$ cat src/rtl/fetch_unit.sv
// Instruction fetch stage: steers the enable-less ProgramCounter, issues one
// instruction-memory request at a time and loads the IF/ID register.
module fetch_unit #(
    parameter logic [31:0] RESET_PC = 32'h0000_0000
) (
    input  logic        Clk,
    input  logic        Reset,
    input  logic [31:0] PCResult,
    output logic [31:0] Address,
    input  logic        Stall,
    input  logic        BranchTaken,
    input  logic [31:0] BranchTarget,
    input  logic        Jump,
    input  logic [31:0] JumpTarget,
    output logic        ImemReq,
    output logic [31:0] ImemAddr,
    input  logic        ImemReady,
    input  logic [31:0] ImemData,
    output logic [31:0] IF_Instruction,
    output logic [31:0] IF_PCPlus4,
    output logic        IF_Valid
);

    typedef enum logic [1:0] {
        IDLE  = 2'd0,
        FETCH = 2'd1,
        HOLD  = 2'd2
    } state_t;

    state_t      state_reg, state_next;
    logic        kill_reg, kill_next;
    logic [31:0] redirect_pc_reg, redirect_pc_next;
    logic [31:0] skid_reg, skid_next;
    logic [31:0] instr_reg, instr_next;
    logic [31:0] pcp4_reg, pcp4_next;
    logic        valid_reg, valid_next;

    logic        redirect;
    logic [31:0] target_raw;
    logic [31:0] target;
    logic [31:0] pc_plus4;

    // Branch wins over jump; targets are always word aligned.
    assign redirect   = BranchTaken | Jump;
    assign target_raw = BranchTaken ? BranchTarget : JumpTarget;
    assign target     = {target_raw[31:2], 2'b00};
    assign pc_plus4   = PCResult + 32'd4;

    always_comb begin
        state_next       = state_reg;
        kill_next        = kill_reg;
        redirect_pc_next = redirect_pc_reg;
        skid_next        = skid_reg;
        instr_next       = instr_reg;
        pcp4_next        = pcp4_reg;
        // IF/ID holds under stall, otherwise bubbles; a redirect always flushes.
        valid_next       = (Stall && !redirect) ? valid_reg : 1'b0;
        Address          = PCResult;
        ImemReq          = 1'b0;
        ImemAddr         = PCResult;

        case (state_reg)
            IDLE: begin
                state_next = FETCH;
            end
            FETCH: begin
                ImemReq = 1'b1;
                if (!ImemReady) begin
                    if (redirect) begin
                        kill_next        = 1'b1;
                        redirect_pc_next = target;
                    end
                end else if (kill_reg || redirect) begin
                    Address    = redirect ? target : redirect_pc_reg;
                    kill_next  = 1'b0;
                    valid_next = 1'b0;
                end else if (!Stall) begin
                    instr_next = ImemData;
                    pcp4_next  = pc_plus4;
                    valid_next = 1'b1;
                    Address    = pc_plus4;
                end else begin
                    skid_next  = ImemData;
                    state_next = HOLD;
                end
            end
            HOLD: begin
                if (redirect) begin
                    Address    = target;
                    valid_next = 1'b0;
                    state_next = FETCH;
                end else if (!Stall) begin
                    instr_next = skid_reg;
                    pcp4_next  = pc_plus4;
                    valid_next = 1'b1;
                    Address    = pc_plus4;
                    state_next = FETCH;
                end
            end
            default: begin
                state_next = IDLE;
            end
        endcase

        // Reset overrides the PC steering and abandons any open request.
        if (Reset) begin
            Address = RESET_PC;
            ImemReq = 1'b0;
        end
    end

    always_ff @(posedge Clk) begin
        if (Reset) begin
            state_reg       <= IDLE;
            kill_reg        <= 1'b0;
            redirect_pc_reg <= 32'd0;
            skid_reg        <= 32'd0;
            instr_reg       <= 32'd0;
            pcp4_reg        <= 32'd0;
            valid_reg       <= 1'b0;
        end else begin
            state_reg       <= state_next;
            kill_reg        <= kill_next;
            redirect_pc_reg <= redirect_pc_next;
            skid_reg        <= skid_next;
            instr_reg       <= instr_next;
            pcp4_reg        <= pcp4_next;
            valid_reg       <= valid_next;
        end
    end

    assign IF_Instruction = instr_reg;
    assign IF_PCPlus4     = pcp4_reg;
    assign IF_Valid       = valid_reg;

endmodule
$ cat config.mk
export PLATFORM = sky130hd
export DESIGN_NAME = fetch_unit
export DESIGN_NICKNAME = d
export VERILOG_FILES = /design/src/rtl/fetch_unit.sv
export SDC_FILE = /design/constraint.sdc
export NUM_CORES = 1
export LEC_CHECK = 0
export BUFFER_PORTS_ARGS = -buffer_cell sky130_fd_sc_hd__buf_2
export CAP_MARGIN = 20
export CORE_UTILIZATION = 52
export DETAILED_ROUTE_END_ITERATION = 12
export HOLD_SLACK_MARGIN = 0.08
export PLACE_DENSITY = 0.86
export REMOVE_ABC_BUFFERS = 1
export SLEW_MARGIN = 20
export SYNTH_ARGS = -nofsm -noshare
export SYNTH_HDL_FRONTEND = slang
export SYNTH_SLANG_ARGS = --single-unit
$ cat constraint.sdc
create_clock -name Clk -period 4.2 [get_ports Clk]
set_clock_uncertainty 0.15 [all_clocks]
set_input_delay 1.26 -clock Clk [delete_from_list [all_inputs] [get_ports Clk]]
set_output_delay 1.26 -clock Clk [all_outputs]
set_load 0.02 [all_outputs]
# Word level (Yosys, flattened, before mapping)
# Cells that the tools add are included.
[op_classes]
n_reduce_logical = 12
eq_ne = 10
n_bitwise = 3
addsub = 1
mux = 36
[op_table]
columns = ["cell", "n"]
rows = [
  ["$mux 32", 16],
  ["$pmux 32 s2", 3],
  ["$add 32x3->32 const B", 1],
  ["$ne 2x2->1 const B", 6],
  ["$reduce_and 4->1", 3],
  ["$mux 1", 10],
  ["$mux 2", 5],
  ["$pmux 2 s3", 1],
  ["$reduce_and 6->1", 1],
  ["$reduce_bool 2->1", 2],
  ["$ne 3x3->1 const B", 1],
  ["$reduce_and 3->1", 1],
  ["$eq 2x1->1 const B", 1],
  ["$eq 2x2->1 const B", 1],
  ["$logic_not 2->1", 1],
  ["$ne 2x1->1 const B", 1],
  ["$not 1->1", 2],
  ["$pmux 1 s2", 1],
  ["$reduce_and 2->1", 1],
  ["$logic_and 1x1->1", 1],
  ["$logic_not 1->1", 1],
  ["$logic_or 1x1->1", 1],
  ["$or 1x1->1", 1],
]
[totals]
ff_bits = 132
inputBits = 134

# Depth between registers and ports, before layout
[logic_depth]
ltp_word = 8
ltp_mapped = 10
depth_no_buf = 7

# Worst setup path after synthesis
# No wires, ideal clock.
[synth_timing]
path_type = "input to output"
startpoint = "input PCResult[13]"
endpoint = "output Address[30]"
path_buffers = 2
required_time_ns = 2.790
path_stages = 7
path_slack_ns = -0.170
t_arrival_ns = 2.960
cell_sequence = "buf_2 nand4_4 nor4_1 buf_2 nand4_1 xor2_1 o31ai_1"
[synth_via]
elab_chain_cells = 6
elab_cells_between_ends = 7
[synth_rtl]
columns = ["item", "line_no", "rtl"]
rows = [
  ["start: declaration", "8", "input logic [31:0] PCResult,"],
  ["$add 32x3->32 *", "47", "assign pc_plus4 = PCResult + 32'd4;"],
  ["$mux 32 *", "77, 92", ""],
  ["$mux 32", "73", "end else if (kill_reg || redirect) begin"],
  ["$mux 32", "68", "if (!ImemReady) begin"],
  ["$pmux 32 s2 *", "62", "case (state_reg)"],
  ["$mux 32 *", "106", "if (Reset) begin"],
  ["end: declaration", "9", "output logic [31:0] Address,"],
]
# Mark *: on every way between the ends. The rest lies on a longest branch, timed or not.

# Worst setup path in the final report
[layout_timing]
startpoint = "register state_reg[1]"
endpoint = "output Address[17]"
[layout_via]
elab_chain_cells = 3
elab_cells_between_ends = 4
[layout_rtl]
columns = ["item", "line_no", "rtl"]
rows = [
  ["start: declaration", "30", "state_t state_reg, state_next;"],
  ["start signal: assignment", "122", "state_reg <= state_next;"],
  ["$eq 2x2->1 / $eq 2x1->1 (equally long branches)", "62", ""],
  ["$pmux 32 s2 *", "62", ""],
  ["$mux 32 *", "106", ""],
]
# Marks and branches as above.

==> reports/qor.yml <==
outcome: "finished, violations left"
failed_checks: "negative setup slack"
syn_to_final_growth_pct: 47.5
antenna_left: 0
holdWs_ns: 0.305
worstSetupEndpointType: "output port"
worst_r2r_path_depth: 8
clk_latency_ns: 0.45
dp.cells: 1501
yosys-top-cells-count: "nor2_1, dfxtp_1, nand2_1"
cts.sinks: 132
r2r_start: "state_reg[1]$_SDFFE_PP0P_"
synth_top_family_by_area: "compound AO/OA/AOI/OAI gates"
worst_pin_slew_ns: 0.631
antenna_found_initial: 2
synth-xor-area-share: 0.0340
yosysTopAreaCell: "dfxtp_1"
cts_buffers: 17
fin_crit_ns: 4.47
rsz0062_at_grt: "yes"
path_cells: "inv_1 > ha_2 > buf_4 > o21ai_1 > a221o_2 > a21oi_2 > nor4_4 > buf_4"
avgSynthCellArea_sq_um: 7.99
synth-compound-area-share: 0.282
dp_hpwl_um: 20200
crit_arrival_ns: 3.06
hold_depth: 2
drive_above_1_share: 0.433
vias_per_cell: 6.74
synthArstFlopShare: 0
grt_usage: 0.374
power_density_nw_per_um2: 360
dieHeight_um: 128
cpMostUsedCell: "buf_4"
fillCellCount: 901
wirelength_um: 37400
slew_headroom: 0.580
core-area_sq_um: 15300
leakagePower_uw: 0.00497
port_buffers: 259
yosysSeqAreaShare: 0.321
fp.dieW_um: 128
min-delay-start: "skid_reg[14]$_SDFFE_PP0P_"
synthMuxAreaShare: 0.0438
cts.clk_slew.worst_paths_ns: 0.06
worst-setup-path-type: "flip-flop to output port"
synth_edf_count: 0
slowest_delay_ns: 0.65
power_uw: 4380
r2r_setup_slack_ns: 1.12
rows: 45
fp.dieArea_sq_um: 16300
wl_per_cell_um: 23.7
fin_crit_sh: 1.06
critPathSlowestCell: "ha_2"
fin_ws_ns: -0.272
hold_viol: 0
synthFlopType: "dfxtp_1"
finalWeightedCongestion: 0.914
min_to: "skid_reg[14]$_SDFFE_PP0P_"
cts_tree: "built"
dr.pass1.iters: 9
worst-path-max-fanout: 20
drv_slew: 0
cts_buffer_depth: 2
cts-root-buf: "clkbuf_16"
synth_area_sq_um: 8230
worstSetupStartpointType: "flip-flop"
regToRegEndpoint: "IF_PCPlus4[8]$_SDFFE_PP0P_"
drv_cap: 0
setup_viol: 32
post_synth_num_cell_types: 73
cp.required_ns: 2.79
final_cells: 1581
htree_levels: 4
grt-ovfl-total: 0
post-route-drc-count: 0
yosysTopAreaCellShare: 0.321
synth_adder_area_share: 0.00608
yosys.area_share.simple: 0.211
ys.warnings.count: 0
grt_max_degree: 65
synth-seq-cells: 132
vias: 10700
synth_area_leaders: "dfxtp_1, a211oi_1, nor2_1"
first_global_vias: 9162
initial_core_util: 0.538
grt_pass1_wl_um: 47900
yosysMostFrequentCell: "nor2_1"
synthCells: 1031
hold_buffers: 0
drt_first_iter_violations: 1936
ir_worst_vdd_v: 0.000359
nets: 1495
max_freq_mhz: 224
hold_class: "flip-flop to flip-flop"
io-pin-count: 264
timing repair:
action                     in CTS  in global routing
cloned                          1                  1
buffers inserted               28                 19
pin swaps                      45                 62
setup endpoints to repair      32                 32
resized for setup             117                115
hold endpoints to repair        0                  0
worst max-delay path, delay by kind of cell, from the launching register on:
kind / cells / cell delay, ns
AO/OA/AOI/OAI: 3 / 0.84
adder cells (fa/ha/maj): 1 / 0.65
buffers and inverters: 3 / 0.60
flip-flops: 1 / 0.44
AND/OR/NAND/NOR: 1 / 0.07
area by class of cell:
cell class,count,area (sq um),share of cell area
antenna,1,2.50,0.000206
clock buffer,21,460,0.0379
clock inverter,10,123,0.0101
inverter,19,71.3,0.00587
multi-input combinational,746,5430,0.447
sequential,132,2640,0.218
tap,211,264,0.0217
timing repair buffer,441,3150,0.260
metrics by stage:
stage / util / TNS, ns / instance area [sq um] / worst slack (ns)
after global placement: 0.662 / -3.92 / 10100 / -0.255
after CTS: 0.747 / -0.427 / 11400 / -0.0813
after global routing: 0.793 / -4.31 / 12100 / -0.390
after floorplan: - / -17.63 / 7470 / -0.817
final: 0.793 / -4.21 / 12100 / -0.272
after detailed placement: 0.662 / -4.75 / 10100 / -0.325
logic make-up after synthesis:
group                      Yosys count
xor gates and xnor gates            32
DFF                                132
adders and majority gates            4
buffers and inverters              154
muxes                               36
AOI/OAI and AO/OA                  322
and+or+nand+nor                    351
worst max-delay path by stage:
stage | start | endpoint | slack, ns
after detailed placement | PCResult[2] | Address[14] | -0.33
final | state_reg[1]$_SDFFE_PP0P_ | Address[17] | -0.27
after CTS | BranchTaken | Address[13] | -0.08
after floorplan | Jump | Address[19] | -0.82
after global routing | PCResult[11] | Address[17] | -0.39
after global placement | PCResult[2] | Address[20] | -0.26
metal layers:
layer,up-vias,global-route usage,share of wire
met4,2,0.219,0.088
met1,4780,0.454,0.34
li1,4387,-,-
met2,1099,0.610,0.44
met5,-,0,0.00029
met3,387,0.0831,0.13
report_power, final:
| group | switching [uW] | leakage (uW) | internal (uW) | total (uW) |
|---|---|---|---|---|
| clock network | 622 | 0.000277 | 906 | 1530 |
| logic | 871 | 0.00361 | 545 | 1420 |
| registers | 69.2 | 0.00108 | 1360 | 1430 |
placed cells by master (no fill, tap or decap), types with 6 or more instances in the layout:
cell type	synthesis	layout
nand4_1	11	11
a21oi_1	54	46
a21oi_2	0	8
mux2i_1	36	36
a22oi_1	11	7
buf_8	1	10
a211oi_1	95	92
a31oi_1	10	7
nor2b_1	8	6
xor2_1	11	11
o2bb2ai_4	0	6
o21ai_0	16	14
buf_12	0	10
buf_4	39	165
nor2_1	134	129
a22o_1	23	22
nor2_2	4	6
a221o_1	7	6
o21ai_1	14	8
o22ai_1	31	31
dfxtp_1	132	132
buf_2	33	211
nor4_4	3	8
nand3_1	15	13
inv_1	18	18
o21ai_2	0	8
nor3_4	1	7
buf_6	7	45
clkbuf_16	0	17
nand2_1	116	111
xnor2_1	21	21
a221oi_1	12	6
a211oi_2	12	15
Note: power is estimated with default switching activity, not from simulation.
